File: config.mk
export PLATFORM = sky130hd
export DESIGN_NAME = mdu_ctrl
export DESIGN_NICKNAME = d
export VERILOG_FILES = /design/src/rtl/mdu_pkg.sv /design/src/rtl/mdu_div_iter.sv /design/src/rtl/mdu_ctrl.sv
export SDC_FILE = /design/constraint.sdc
export NUM_CORES = 1
export LEC_CHECK = 0
export BUFFER_PORTS_ARGS = -buffer_cell sky130_fd_sc_hd__buf_2
export CAP_MARGIN = 0
export CORE_MARGIN = 5
export CORE_UTILIZATION = 58
export DETAILED_ROUTE_END_ITERATION = 8
export GPL_TIMING_DRIVEN = 0
export HOLD_SLACK_MARGIN = 0.05
export PLACE_DENSITY = 0.81
export SYNTH_ARGS = -nofsm -noshare
export SYNTH_HDL_FRONTEND = slang
export SYNTH_SLANG_ARGS = --single-unit
export TNS_END_PERCENT = 30
File: constraint.sdc
create_clock -name clk -period 3.38 [get_ports clk]
set_input_delay 0.338 -clock clk [delete_from_list [all_inputs] [get_ports clk]]
set_output_delay 0.338 -clock clk [all_outputs]
set_load 0.02 [all_outputs]
File: src/rtl/mdu_pkg.sv
// mdu_pkg: op codes, enums and defaults shared by the M-extension unit.
package mdu_pkg;

  localparam int TIMEOUT_CYC_DEF = 64;
  localparam int DIV_STEPS       = 32;

  localparam logic [4:0] OP_MUL    = 5'b01011;
  localparam logic [4:0] OP_MULH   = 5'b01100;
  localparam logic [4:0] OP_MULHSU = 5'b01101;
  localparam logic [4:0] OP_MULHU  = 5'b01110;
  localparam logic [4:0] OP_DIV    = 5'b01111;
  localparam logic [4:0] OP_DIVU   = 5'b10000;
  localparam logic [4:0] OP_REM    = 5'b10001;
  localparam logic [4:0] OP_REMU   = 5'b10010;

  typedef enum logic [1:0] {
    MOP_MUL    = 2'b00,
    MOP_MULH   = 2'b01,
    MOP_MULHSU = 2'b10,
    MOP_MULHU  = 2'b11
  } mul_op_e;

  typedef enum logic [2:0] {
    IDLE,
    MUL_WAIT,
    DIV_RUN,
    DIV_FIX,
    DONE
  } state_e;

  function automatic logic is_m_op(input logic [4:0] op);
    return (op >= OP_MUL) && (op <= OP_REMU);
  endfunction

  function automatic logic is_mul_op(input logic [4:0] op);
    return (op >= OP_MUL) && (op <= OP_MULHU);
  endfunction

  function automatic logic is_sdiv_op(input logic [4:0] op);
    return (op == OP_DIV) || (op == OP_REM);
  endfunction

  function automatic logic is_rem_op(input logic [4:0] op);
    return (op == OP_REM) || (op == OP_REMU);
  endfunction

  function automatic mul_op_e mul_code(input logic [4:0] op);
    mul_op_e c;
    unique case (1'b1)
      (op == OP_MULH):   c = MOP_MULH;
      (op == OP_MULHSU): c = MOP_MULHSU;
      (op == OP_MULHU):  c = MOP_MULHU;
      default:           c = MOP_MUL;
    endcase
    return c;
  endfunction

endpackage

File: src/rtl/mdu_div_iter.sv
// mdu_div_iter: 32-step restoring divider on unsigned magnitudes.
module mdu_div_iter
  import mdu_pkg::*;
(
  input  logic        clk,
  input  logic        rst,
  input  logic        load,
  input  logic        abort,
  input  logic [31:0] dividend,
  input  logic [31:0] divisor,
  output logic        last,
  output logic [31:0] quo,
  output logic [31:0] rem
);

  logic [31:0] dsr;
  logic [5:0]  cnt;
  logic        run;
  logic [32:0] trial;

  // Borrow in bit 32 means the divisor did not fit: restore.
  assign trial = {rem, quo[31]} - {1'b0, dsr};
  assign last  = run && (cnt == 6'(DIV_STEPS - 1));

  always_ff @(posedge clk) begin
    if (rst || abort) begin
      run <= 1'b0;
      cnt <= '0;
      rem <= '0;
      quo <= '0;
      dsr <= '0;
    end else if (load) begin
      run <= 1'b1;
      cnt <= '0;
      rem <= '0;
      quo <= dividend;
      dsr <= divisor;
    end else if (run) begin
      if (trial[32]) begin
        rem <= {rem[30:0], quo[31]};
      end else begin
        rem <= trial[31:0];
      end
      quo <= {quo[30:0], ~trial[32]};
      cnt <= cnt + 1'b1;
      if (last) begin
        run <= 1'b0;
      end
    end
  end

endmodule

File: src/rtl/mdu_ctrl.sv
// mdu_ctrl: M-extension sequencer (external multiplier, iterative divider).
// Define MDU_DIV_FASTPATH_EN to finish div-by-zero/overflow in one cycle.
module mdu_ctrl
  import mdu_pkg::*;
#(
  parameter int TIMEOUT_CYC = TIMEOUT_CYC_DEF
) (
  input  logic        clk,
  input  logic        rst,
  input  logic        start_i,
  input  logic [4:0]  alu_op_i,
  input  logic [31:0] src_a_i,
  input  logic [31:0] src_b_i,
  input  logic        flush_i,
  output logic        stall_o,
  output logic        done_o,
  output logic [31:0] result_o,
  output logic        err_o,
  output logic        mul_start_o,
  output logic [1:0]  mul_opcode_o,
  output logic [31:0] mul_op1_o,
  output logic [31:0] mul_op2_o,
  input  logic [63:0] mul_result_i,
  input  logic        mul_ready_i
);

  localparam int CW = $clog2(TIMEOUT_CYC + 1);

  state_e      state;
  logic [4:0]  op_q;
  logic [31:0] a_q;
  logic [31:0] b_q;
  logic [CW-1:0] wcnt;
  logic        neg_q;
  logic        neg_r;
  logic        isrem_q;
  logic        spec_q;
  logic [31:0] spec_res_q;

  logic        accept;
  logic        in_div;
  logic        in_sgn;
  logic        in_rem;
  logic        in_dz;
  logic        in_ovf;
  logic        fast;
  logic [31:0] a_mag;
  logic [31:0] b_mag;
  logic [31:0] spec_val;

  logic        div_load;
  logic        div_abort;
  logic        div_last;
  logic [31:0] div_quo;
  logic [31:0] div_rem;
  logic [31:0] q_fix;
  logic [31:0] r_fix;
  logic [31:0] div_res;
  logic [31:0] mul_res;
  logic        mul_act;

  assign in_div = is_m_op(alu_op_i) && !is_mul_op(alu_op_i);
  assign in_sgn = is_sdiv_op(alu_op_i);
  assign in_rem = is_rem_op(alu_op_i);
  assign in_dz  = (src_b_i == '0);
  assign in_ovf = in_sgn && (src_a_i == 32'h8000_0000)
                  && (src_b_i == 32'hFFFF_FFFF);

  // Special cases bypass the divider's sign fix-up.
  assign spec_val = in_dz ? (in_rem ? src_a_i : 32'hFFFF_FFFF)
                          : (in_rem ? 32'h0 : 32'h8000_0000);

  assign a_mag = (in_sgn && src_a_i[31]) ? -src_a_i : src_a_i;
  assign b_mag = (in_sgn && src_b_i[31]) ? -src_b_i : src_b_i;

`ifdef MDU_DIV_FASTPATH_EN
  assign fast = in_dz || in_ovf;
`else
  assign fast = 1'b0;
`endif

  assign accept = !rst && (state == IDLE) && start_i
                  && !flush_i && is_m_op(alu_op_i);

  assign stall_o = accept
                   || (state == MUL_WAIT)
                   || (state == DIV_RUN)
                   || (state == DIV_FIX);

  assign mul_act      = (state == MUL_WAIT);
  assign mul_start_o  = mul_act && (wcnt == '0);
  assign mul_opcode_o = mul_act ? 2'(mul_code(op_q)) : 2'b00;
  assign mul_op1_o    = mul_act ? a_q : 32'h0;
  assign mul_op2_o    = mul_act ? b_q : 32'h0;

  assign mul_res = (op_q == OP_MUL) ? mul_result_i[31:0]
                                    : mul_result_i[63:32];

  assign div_load  = accept && in_div && !fast;
  assign div_abort = flush_i
                     && ((state == DIV_RUN) || (state == DIV_FIX));

  mdu_div_iter u_div (
    .clk      (clk),
    .rst      (rst),
    .load     (div_load),
    .abort    (div_abort),
    .dividend (a_mag),
    .divisor  (b_mag),
    .last     (div_last),
    .quo      (div_quo),
    .rem      (div_rem)
  );

  assign q_fix   = neg_q ? -div_quo : div_quo;
  assign r_fix   = neg_r ? -div_rem : div_rem;
  assign div_res = spec_q ? spec_res_q
                          : (isrem_q ? r_fix : q_fix);

  always_ff @(posedge clk) begin
    if (rst) begin
      state      <= IDLE;
      op_q       <= '0;
      a_q        <= '0;
      b_q        <= '0;
      wcnt       <= '0;
      neg_q      <= 1'b0;
      neg_r      <= 1'b0;
      isrem_q    <= 1'b0;
      spec_q     <= 1'b0;
      spec_res_q <= '0;
      done_o     <= 1'b0;
      err_o      <= 1'b0;
      result_o   <= '0;
    end else begin
      done_o <= 1'b0;
      err_o  <= 1'b0;
      unique case (state)
        IDLE: begin
          if (accept) begin
            op_q       <= alu_op_i;
            a_q        <= src_a_i;
            b_q        <= src_b_i;
            wcnt       <= '0;
            neg_q      <= in_sgn && (src_a_i[31] ^ src_b_i[31]);
            neg_r      <= in_sgn && src_a_i[31];
            isrem_q    <= in_rem;
            spec_q     <= in_dz || in_ovf;
            spec_res_q <= spec_val;
            if (!in_div) begin
              state <= MUL_WAIT;
            end else if (fast) begin
              state    <= DONE;
              done_o   <= 1'b1;
              result_o <= spec_val;
            end else begin
              state <= DIV_RUN;
            end
          end
        end
        MUL_WAIT: begin
          // Ready is ignored in the cycle the start pulse goes out.
          if (flush_i) begin
            state <= IDLE;
          end else if ((wcnt != '0) && mul_ready_i) begin
            state    <= DONE;
            done_o   <= 1'b1;
            result_o <= mul_res;
          end else if (wcnt == CW'(TIMEOUT_CYC - 1)) begin
            state    <= DONE;
            done_o   <= 1'b1;
            err_o    <= 1'b1;
            result_o <= '0;
          end else begin
            wcnt <= wcnt + 1'b1;
          end
        end
        DIV_RUN: begin
          if (flush_i) begin
            state <= IDLE;
          end else if (div_last) begin
            state <= DIV_FIX;
          end
        end
        DIV_FIX: begin
          if (flush_i) begin
            state <= IDLE;
          end else begin
            state    <= DONE;
            done_o   <= 1'b1;
            result_o <= div_res;
          end
        end
        DONE: begin
          state <= IDLE;
        end
        default: begin
          state <= IDLE;
        end
      endcase
    end
  end

endmodule

# --- Yosys cells after proc, flatten, opt, wreduce, memory -nomap -nowiden ---
# Index checks and enable logic that the tools add are counted.
op_classes:
  bitwise_logic: 3
  n_mux: 44
  multipliers: 0
  add_sub_neg: 7
  order_cmp: 3
  n_eq_ne: 22
  n_reduce_logical: 41
  div_mod_pow: 0
  n_shift: 0
ops:
  columns: ["cell", "count"]
  rows:
  - ["$mux W32", 19]
  - ["$neg A32 Y32", 4]
  - ["$eq A32 B32 Y1 const B", 2]
  - ["$pmux W32 S2", 1]
  - ["$sub A33 B32 Y33", 1]
  - ["$logic_not A32 Y1", 1]
  - ["$mux W7", 4]
  - ["$eq A5 B4 Y1 const B", 5]
  - ["$mux W3", 7]
  - ["$logic_and A1 B1 Y1", 17]
  - ["$pmux W7 S2", 1]
  - ["$pmux W3 S4", 1]
  - ["$eq A5 B5 Y1 const B", 2]
  - ["$ne A2 B2 Y1 const B", 5]
  - ["$logic_or A1 B1 Y1", 8]
  - ["$add A7 B1 Y7 const B", 1]
  - ["$eq A7 B6 Y1 const B", 1]
  - ["$logic_not A7 Y1", 1]
  - ["$mux W1", 7]
  - ["$reduce_bool A7 Y1", 1]
  - ["$add A6 B1 Y6 const B", 1]
  - ["$eq A3 B2 Y1 const B", 2]
  - ["$eq A6 B5 Y1 const B", 1]
  - ["$pmux W2 S3", 1]
  - ["other kinds (20)", 26]
totals:
  romBits: 0
  elab_cells: 138
  latch_bits: 0
  ff_bits: 252
  in_bits: 138
  mem_count: 0
  ramBits: 0
  output_inout_bits: 102

# --- Depth between registers and ports, before layout ---
# Gate-level depths: netlist (run 1).
depth:
  word_depth: 8
  ltp_mapped: 14
  depth_no_buf: 12

# --- Modules after synthesis ---
# A second synthesis (run 1) with hierarchy kept.
unflattened:
  hier_cells: 2141
  hier_area_um2: 16255.6
by_module_without_submodules:
  columns: ["module", "area_per_inst_um2", "seq_area_each_um2", "instances", "cells_each"]
  rows:
  - ["mdu_ctrl", 10044.6, 2982.9, 1, 1388]
  - ["mdu_div_iter", 6211.0, 2062.0, 1, 753]

# --- Least setup slack after synthesis (run 1) ---
# Ideal clock, no wire load.
synth_path:
  kind: "register to register"
  startpoint: "register u_div.quo[31]"
  endpoint: "register u_div.quo[0]"
  setup_slack_ns: 0.373
  t_arrival_ns: 2.921
  t_required_ns: 3.294
  setup_ns: 0.086
  stages_incl_launch_ff: 15
  cell_sequence: "dfxtp_1 inv_1 ha_1 fa_1 nand2b_1 a21oi_1 o21a_1 a21bo_2 a21oi_1 o211a_1 xnor2_1 buf_2 clkbuf_1 a21oi_1 a211oi_1"
synth_between:
  elab_chain_len: 4
synth_rtl:
  columns: ["element", "line_no", "rtl"]
  rows:
  - ["start: declaration", "mdu_div_iter.sv:12", "output logic [31:0] quo,"]
  - ["start signal: assignment", "mdu_div_iter.sv:36", "quo <= dividend;"]
  - ["start signal: assignment", "mdu_div_iter.sv:44", "quo <= {quo[30:0], ~trial[32]};"]
  - ["$sub A33 B32 Y33", "mdu_div_iter.sv:22", "assign trial = {rem, quo[31]} - {1'b0, dsr};"]
  - ["$not A1 Y1", "mdu_div_iter.sv:44", null]
  - ["$mux W32", "mdu_div_iter.sv:38", "end else if (run) begin"]
  - ["$mux W32", "mdu_div_iter.sv:32", "end else if (load) begin"]
# Every way passes these cells. The select of a mux whose other input is x is not followed.
# A chain may end at the register's enable or synchronous reset.

# --- Final worst setup path (run 1) ---
layout_path:
  startpoint: "register u_div.quo[31]"
  endpoint: "register u_div.rem[13]"
layout_between:
  elab_chain_len: 2
layout_rtl:
  columns: ["element", "line_no", "rtl"]
  rows:
  - ["$sub A33 B32 Y33", "mdu_div_iter.sv:22", null]
  - ["$mux W32", "mdu_div_iter.sv:39", "if (trial[32]) begin"]
  - ["end signal: assignment", "mdu_div_iter.sv:40", "rem <= {rem[30:0], quo[31]};"]
  - ["end signal: assignment", "mdu_div_iter.sv:42", "rem <= trial[31:0];"]
  - ["end: declaration", "mdu_div_iter.sv:13", "output logic [31:0] rem"]
# Every way passes these cells.

==> metrics.log, run 1 <==
[metrics] Starting DRT DRC Count: about 1900
[metrics] reg-to-reg critical path endpoint: u_div.rem[13]
[metrics] sequential area share after synthesis: between 30% and 40%
[metrics] static leakage: 7.34 nW
[metrics] TritonCTS clock tree: yes
[metrics] Seq. cell area: just over 5000 µm²
[metrics] reg2reg setup slack: 90 ps
[metrics] Overall Power: ~7.5 mW
[metrics] global-route wire length before repair: 84900 µm
[metrics] clock-pin slew reported for the worst setup and hold paths after clock tree synthesis: 60 ps
[metrics] router iterations before antenna repair: 6
[metrics] top cell type by total area after synthesis: sky130_fd_sc_hd__dfxtp_1
[metrics] ratio of cells with drive above 1 in the final layout: between 10% and 20%
[metrics] DIE AREA: 30700 µm²
[metrics] fin nets: roughly 2600
[metrics] area of the core region: ~27000 µm²
[metrics] most repeated cell in the gate-level netlist after synthesis: sky130_fd_sc_hd__nand2_1
[metrics] Achievable Freq: between 300 and 400 MHz
[metrics] flops & latches, synth: 252
[metrics] predominant post-synthesis flop cell: sky130_fd_sc_hd__dfxtp_1
[metrics] H-tree levels: 1
[metrics] Min-Delay Path Class: primary input to register
[metrics] synthesized area per cell: roughly 7.5 µm²
[metrics] Worst Reg-to-Reg Cells: 14
[metrics] via count of the first global-routing pass: 15683
[metrics] number of buffers on the longest clock path: 3
[metrics] via count normalized by instance count: 6.20
[metrics] crit path DAT: between 3000 and 4000 ps
[metrics] DRC violation count after routing: 0
[metrics] max-slew violation total from the final report: 0
[metrics] global placer's final weighted congestion: between 1 and 1.5
[metrics] CP Class: register to register
[metrics] Setup WS post-layout: between 90 and 100 ps
[metrics] GR Overflow Total: 0
[metrics] worst ir drop on vdd: 0.418 mV
[metrics] chip height: about 180 µm
[metrics] Die X: about 180 µm
[metrics] remaining antenna violation count after routing: 0
[metrics] Setup Viol. Count Final: 0
[metrics] total of max-cap violations: 0
[metrics] largest net degree at the start of global routing: 15
[metrics] IO Port Bufs: 233
[metrics] Initial Util: 58.8%
[metrics] normalized max-slew margin: approximately a fifth
[metrics] startpoint kind of the worst setup timing path: register
[metrics] fraction of the cycle the final worst path needs: a little under 100%
[metrics] startpoint of the worst setup timing path: u_div.quo[31]
[metrics] # rows: 60
[metrics] most numerous cell types in the synthesized netlist: 281 x sky130_fd_sc_hd__nand2_1, 254 x sky130_fd_sc_hd__a21oi_1, 252 x sky130_fd_sc_hd__dfxtp_1
[metrics] worst path required time: roughly 3800 ps
[metrics] post-synthesis instance total: roughly 2100
[metrics] root buffer selected by CTS: sky130_fd_sc_hd__clkbuf_16
[metrics] ports placed on the boundary: 240
[metrics] count of flip-flops with a built-in enable after synthesis: 0
[metrics] Netlist Area Pre-Place: ~16000 µm²
[metrics] antenna violations before repair: 0
[metrics] r2r startpoint: u_div.quo[31]
[metrics] Final min period: approximately 3300 ps
[metrics] number of distinct library cell variants in the gate-level netlist after synthesis: 73
[metrics] share of Yosys cell area claimed by the top area cell type: 31.8%
[metrics] hold-critical path depth: 3
[metrics] Yosys Warn Count: 0
[metrics] transition time of the tightest slew-check pin: about 1200 ps
[metrics] clock skew after layout: roughly 27 ps
[metrics] Inserted Diodes: 0
[metrics] final core utilization: about 69%
[metrics] Routed WL per cell: roughly 20 µm
[metrics] peak fanout along the critical path: 10
[metrics] synthesis-to-finish area growth: 17.5%
[metrics] FILL cells: around 2300
[metrics] clock latency of the later-clocked register in the worst-skew pair: roughly 570 ps
[metrics] nets in the synthesized netlist: between 2000 and 2500
[metrics] vias after detailed routing: between 15000 and 20000
[metrics] power per unit of standard cell area: 403 nW/µm²
[metrics] status: finished, final reports clean
[metrics] global-route total usage across every layer: between 30% and 40%
[metrics] multi-input combinational cell area: ~10000 µm²
[metrics] overall routed net length: around 55000 µm
[metrics] kind of end point of the critical path: register
[metrics] HPWL after DPL: about 43000 µm
[metrics] leading cell types by total area after synthesis: sky130_fd_sc_hd__dfxtp_1 32%, sky130_fd_sc_hd__a21oi_1 8.0%, sky130_fd_sc_hd__nand2_1 6.7%, sky130_fd_sc_hd__xnor2_1 5.0%, sky130_fd_sc_hd__o21ai_0 4.9%
[metrics] final-report hold violation count: 0
[metrics] TritonCTS sink count: roughly 250
[metrics] final-layout setup total negative slack: 0 ps
[metrics] Num CTS Buffers: 27
[metrics] ys async rst share: 0%
[metrics] worst slack after detailed placement: -428 ps
[metrics] critical path capture point: u_div.rem[13]
[area by class of cell]
class                   count  share of cell area [%]
flip-flops and latches    252                    27.1
well taps                 341                    2.29
multi-input cells        1651                    53.6
clock buffers              38                    4.17
repair buffers            248                    7.11
clock inverters            12                   0.981
plain buffers             153                    3.49
inverters                  60                    1.21
[metrics by stage]
step | hold slack, ps | cell area, µm² | cells
3_3_place_gp | 437 | 17400 | 2691
3_5_place_dp | 442 | 17400 | 2691
4_1_cts | 50.3 | 18500 | 2748
2_1_floorplan | 432 | 15800 | 2117
6_report | 65.5 | 18600 | 2755
5_1_grt | 63.9 | 18600 | 2755
[where the power goes]
group / switching [mW] / internal, mW / total (mW)
clock network: 1.28 / 1.91 / 3.19
registers: 0.0350 / 3.00 / 3.03
logic: 0.718 / 0.566 / 1.28
total: 2.03 / 5.48 / 7.51
[worst max-delay path, stage by stage, from the launching register on]
cell and delay (ps):
sky130_fd_sc_hd__dfxtp_4 390, sky130_fd_sc_hd__inv_1 60, sky130_fd_sc_hd__ha_1 220, sky130_fd_sc_hd__fa_1 410
sky130_fd_sc_hd__nand2b_1 210, sky130_fd_sc_hd__a21oi_2 200, sky130_fd_sc_hd__o21a_1 200, sky130_fd_sc_hd__a21bo_4 180
sky130_fd_sc_hd__a21oi_1 90, sky130_fd_sc_hd__o211a_1 300, sky130_fd_sc_hd__xnor2_2 300, sky130_fd_sc_hd__buf_6 180
sky130_fd_sc_hd__clkbuf_4 200, sky130_fd_sc_hd__nand4b_1 130, sky130_fd_sc_hd__nand3_1 80
[logic make-up after synthesis]
family	after synthesis	share of synthesized area, %
AOI/OAI and AO/OA	588	21.6
xor gates and xnor gates	159	8.79
adders and majority gates	41	3.28
buffers and inverters	214	5.38
DFF	252	31.8
muxes	80	5.21
and+or+nand+nor	783	23.9
[worst min-delay path by stage]
stage / startpoint / endpoint / slack, ps
floorplan: spec_res_q[30] / spec_res_q[30] / 430
global placement: a_q[2] / a_q[2] / 440
detailed placement: b_q[20] / b_q[20] / 440
CTS: src_b_i[25] / b_q[25] / 50
global route: src_a_i[5] / a_q[5] / 60
finish: src_a_i[20] / a_q[20] / 70
[timing repair]
action,CTS,global route
buffers inserted,0,7
hold buffers,8,0
gates resized for setup,8,17
endpoints found under the hold margin,8,0
pin swaps,0,5
endpoints found under the setup margin,33,39
[cell usage in the layout (no fill, tap or decap), types with 9 or more instances in the layout]
cell type / instances
sky130_fd_sc_hd__a21oi_1: 253
sky130_fd_sc_hd__ha_1: 40
sky130_fd_sc_hd__mux2i_1: 60
sky130_fd_sc_hd__buf_2: 240
sky130_fd_sc_hd__buf_1: 10
sky130_fd_sc_hd__nor2_1: 155
sky130_fd_sc_hd__mux2_2: 20
sky130_fd_sc_hd__o22ai_1: 10
sky130_fd_sc_hd__or2_2: 12
sky130_fd_sc_hd__a211oi_1: 32
sky130_fd_sc_hd__and2_1: 68
sky130_fd_sc_hd__o31ai_1: 17
sky130_fd_sc_hd__xor2_1: 68
sky130_fd_sc_hd__nor4_1: 17
sky130_fd_sc_hd__clkbuf_1: 129
sky130_fd_sc_hd__nand4_1: 20
sky130_fd_sc_hd__nand3_1: 71
sky130_fd_sc_hd__o21ai_1: 10
sky130_fd_sc_hd__xnor2_1: 90
sky130_fd_sc_hd__nor3_1: 56
sky130_fd_sc_hd__nand2_1: 281
sky130_fd_sc_hd__or3_1: 14
sky130_fd_sc_hd__and3_1: 14
sky130_fd_sc_hd__inv_1: 59
sky130_fd_sc_hd__o41ai_1: 12
sky130_fd_sc_hd__clkbuf_16: 27
sky130_fd_sc_hd__dfxtp_1: 250
sky130_fd_sc_hd__o21ai_0: 154
sky130_fd_sc_hd__nor2b_1: 9
sky130_fd_sc_hd__o211ai_1: 35
sky130_fd_sc_hd__nand2b_1: 16
[flip-flops by register name (all words and copies together) (netlist names), 3 cells and up]
register and count:
b_q 32, spec_res_q 32, u_div.quo 32, wcnt 7, u_div.rem 32, u_div.cnt 6
u_div.dsr 32, state 3, a_q 32, result_o 32, op_q 5
[metal layers]
metal	up-vias	global-route usage [%]	wire, µm	share of wire, %
met2	981	52.3	24100	44
met1	7982	48.2	22900	42
met5	-	0	0	0
li1	7984	-	-	-
met4	0	11.4	2020	3.7
met3	135	5.60	5860	11
(Power assumes the default switching activity.)
==> run 2, diff against run 1 <==
- CELL_PAD_IN_SITES_DETAIL_PLACEMENT: unset -> 1
- CELL_PAD_IN_SITES_GLOBAL_PLACEMENT: unset -> 1
- CORE_UTILIZATION: 58 -> 42
- PLACE_DENSITY: 0.81 -> unset
- PLACE_DENSITY_LB_ADDON: unset -> 0.1
==> metrics.log, run 2 (same netlist as run 1, synthesis figures left out) <==
[metrics] most common library cell in the layout ignoring fill and taps: sky130_fd_sc_hd__nand2_1
[metrics] overall routed net length: roughly 65000 µm
[metrics] part of the total power dissipated in sequential elements: around two fifths
[metrics] reg2reg setup slack: 130 ps
[metrics] critical path depth in cells: 11
[metrics] chip height: between 200 and 250 µm
[metrics] clock latency of the later-clocked register in the worst-skew pair: just under 600 ps
[metrics] startpoint kind of the worst setup timing path: primary input
[metrics] antenna violations before repair: 1
[metrics] final-report hold violation count: 0
[metrics] portion of total power attributed to combinational logic: between 10% and 20%
[metrics] router iterations before antenna repair: 5
[metrics] area of the core region: ~37000 µm²
[metrics] Num CTS Buffers: 30
[metrics] Achievable Freq: ~310 MHz
[metrics] max-slew violation total from the final report: 0
[metrics] worst-path cell chain: dlygate4sd3_1 > buf_2 > or4_4 > or4_4 > buf_6 > nor4_4 > inv_2 > nor3b_4 > buf_6 > o211ai_1 > a21oi_1
[metrics] reg-to-reg critical path endpoint: u_div.rem[2]
[metrics] TritonCTS clock tree: yes
[metrics] status: finished, final reports clean
[metrics] startpoint of the worst setup timing path: src_b_i[12]
[metrics] kind of end point of the critical path: register
[metrics] post-route cell area: between 15000 and 20000 µm²
[metrics] kind of cell adding the most delay to the critical path: simple AND/OR/NAND/NOR gates
[metrics] transition time of the tightest slew-check pin: about 1200 ps
[metrics] Initial Util: 42.3%
[metrics] Setup Viol. Count Final: 0
[metrics] global-route total usage across every layer: between 20% and 30%
[metrics] Die X: slightly above 200 µm
[metrics] static leakage: around 7.4 nW
[metrics] vias after detailed routing: ~17000
[metrics] fin nets: 2573
[metrics] via count normalized by instance count: 5.68
[metrics] Min-Delay Path Class: primary input to register
[metrics] global-route wire length before repair: 97400 µm
[metrics] Routed WL per cell: around 22 µm
[metrics] slowest library cell on the worst path: sky130_fd_sc_hd__dlygate4sd3_1
[metrics] Post-Place Cell Area: about 18000 µm²
[metrics] worst slack after detailed placement: -587 ps
[metrics] peak fanout along the critical path: 10
[metrics] critical path capture point: spec_res_q[14]
[metrics] ratio of cells with drive above 1 in the final layout: 15.7%
[metrics] commonest cells after routing, fill and taps aside: 281 x sky130_fd_sc_hd__nand2_1, 251 x sky130_fd_sc_hd__a21oi_1, 246 x sky130_fd_sc_hd__dfxtp_1
[metrics] Setup WS post-layout: 116 ps
[metrics] worst path required time: 3880 ps
[metrics] Seq. cell area: ~5000 µm²
[metrics] TritonCTS sink count: about 250
[metrics] FILL cells: slightly below 5000
[metrics] via count of the first global-routing pass: around 17000
[metrics] Starting DRT DRC Count: around 1100
[metrics] Clk network pwr share: 43.4%
[metrics] r2r startpoint: u_div.quo[31]
[metrics] CP Class: primary input to register
[metrics] hold-critical path depth: 3
[metrics] HPWL after DPL: approximately 50000 µm
[metrics] crit path DAT: 3760 ps
[metrics] fraction of the cycle the final worst path needs: a little over nine tenths
[metrics] DRC violation count after routing: 0
[metrics] global placer's final weighted congestion: 0.968
[metrics] multi-input combinational cell area: 10000 µm²
[metrics] largest net degree at the start of global routing: 15
[metrics] number of buffers on the longest clock path: 3
[metrics] GR Overflow Total: 0
[metrics] power per unit of standard cell area: between 400 and 500 nW/µm²
[metrics] remaining antenna violation count after routing: 0
[metrics] Worst Reg-to-Reg Cells: 14
[metrics] normalized max-slew margin: between 20% and 30%
[metrics] clock skew after layout: around 12 ps
[metrics] H-tree levels: 1
[metrics] clock-pin slew reported for the worst setup and hold paths after clock tree synthesis: about 60 ps
[metrics] largest incremental delay on the critical path: roughly 540 ps
[metrics] Sw Share: about 28%
[metrics] IO Port Bufs: ~230
[metrics] # rows: 71
[metrics] total of max-cap violations: 0
[metrics] ports placed on the boundary: 240
[metrics] critical path buffer and inverter count: 5
[metrics] Final min period: approximately 3300 ps
[metrics] synthesis-to-finish area growth: 19.2%
[metrics] DIE AREA: ~42000 µm²
[metrics] root buffer selected by CTS: sky130_fd_sc_hd__clkbuf_16
[metrics] worst ir drop on vdd: 0.391 mV
[metrics] internal power component: ~5.5 mW
[metrics] switching power: between 2 and 2.5 mW
[metrics] worst hold slack: around 67 ps
[run 2: changes by cell type in the layout (fill, tap and decap cells not counted), sizes merged]
| cell | change |
|---|---|
| inv | -1 |
| diode | +1 |
| clkinv | +2 |
| bufinv | -3 |
| clkbuf | +5 |
| clkinvlp | -1 |
[run 2: worst min-delay path by stage]
stage | to | start
final | b_q[17] | src_b_i[17]
after global routing | b_q[30] | src_b_i[30]
after CTS | a_q[8] | src_a_i[8]
after detailed placement | spec_res_q[20] | spec_res_q[20]
after global placement | a_q[1] | a_q[1]
after floorplan | spec_res_q[30] | spec_res_q[30]
[run 2: metrics by stage]
stage                     std cells  utilization (%)  setup TNS [ps]  total power [mW]
after CTS                      2924             50.1               0              7.59
after global routing           2928             50.4          -0.326              7.88
final                          2928             50.4               0              7.61
after floorplan                2117                -               0              3.85
after detailed placement       2861             47.1           -7970              4.26
after global placement         2861             47.1           -6890              4.23
[run 2: power by group through the flow]
| stage | Combinational (mW) | Sequential, mW | Clock (mW) |
|---|---|---|---|
| 2_1_floorplan | 0.763 | 3.09 | 0 |
| 3_3_place_gp | 1.13 | 3.10 | 0 |
| 4_1_cts | 1.23 | 3.04 | 3.33 |
| 6_report | 1.27 | 3.04 | 3.31 |
| 3_5_place_dp | 1.16 | 3.10 | 0 |
| 5_1_grt | 1.36 | 3.04 | 3.47 |
[run 2: cell type report]
class | instances | area share, %
Antenna cell | 1 | 0.0132
Buffer | 152 | 3.36
Timing Repair Buffer | 247 | 6.89
Sequential cell | 252 | 26.8
Clock buffer | 45 | 4.91
Tap cell | 511 | 3.38
Clock inverter | 9 | 0.417
Inverter | 60 | 1.19
Multi-Input combinational cell | 1651 | 53.1
[run 2: tightest hold or removal path, stage by stage]
cell,delay [ps]
sky130_fd_sc_hd__buf_2,130
sky130_fd_sc_hd__nand2_1,70
sky130_fd_sc_hd__a21oi_1,50
[run 2: what timing repair did]
item,CTS,global route
hold endpoints to repair,8,0
setup buffers,1,4
gates resized for setup,12,26
setup endpoints to repair,34,55
pin swaps,1,6
hold buffers,8,0
gates cloned,1,0
[run 2: per-layer routing]
layer	GRT usage (%)	wire, µm	up-vias
li1	-	-	7973
met1	41.5	29300	8083
met2	47.3	29200	480
met3	4.73	4330	96
met4	8.26	1830	0
met5	0	0	-
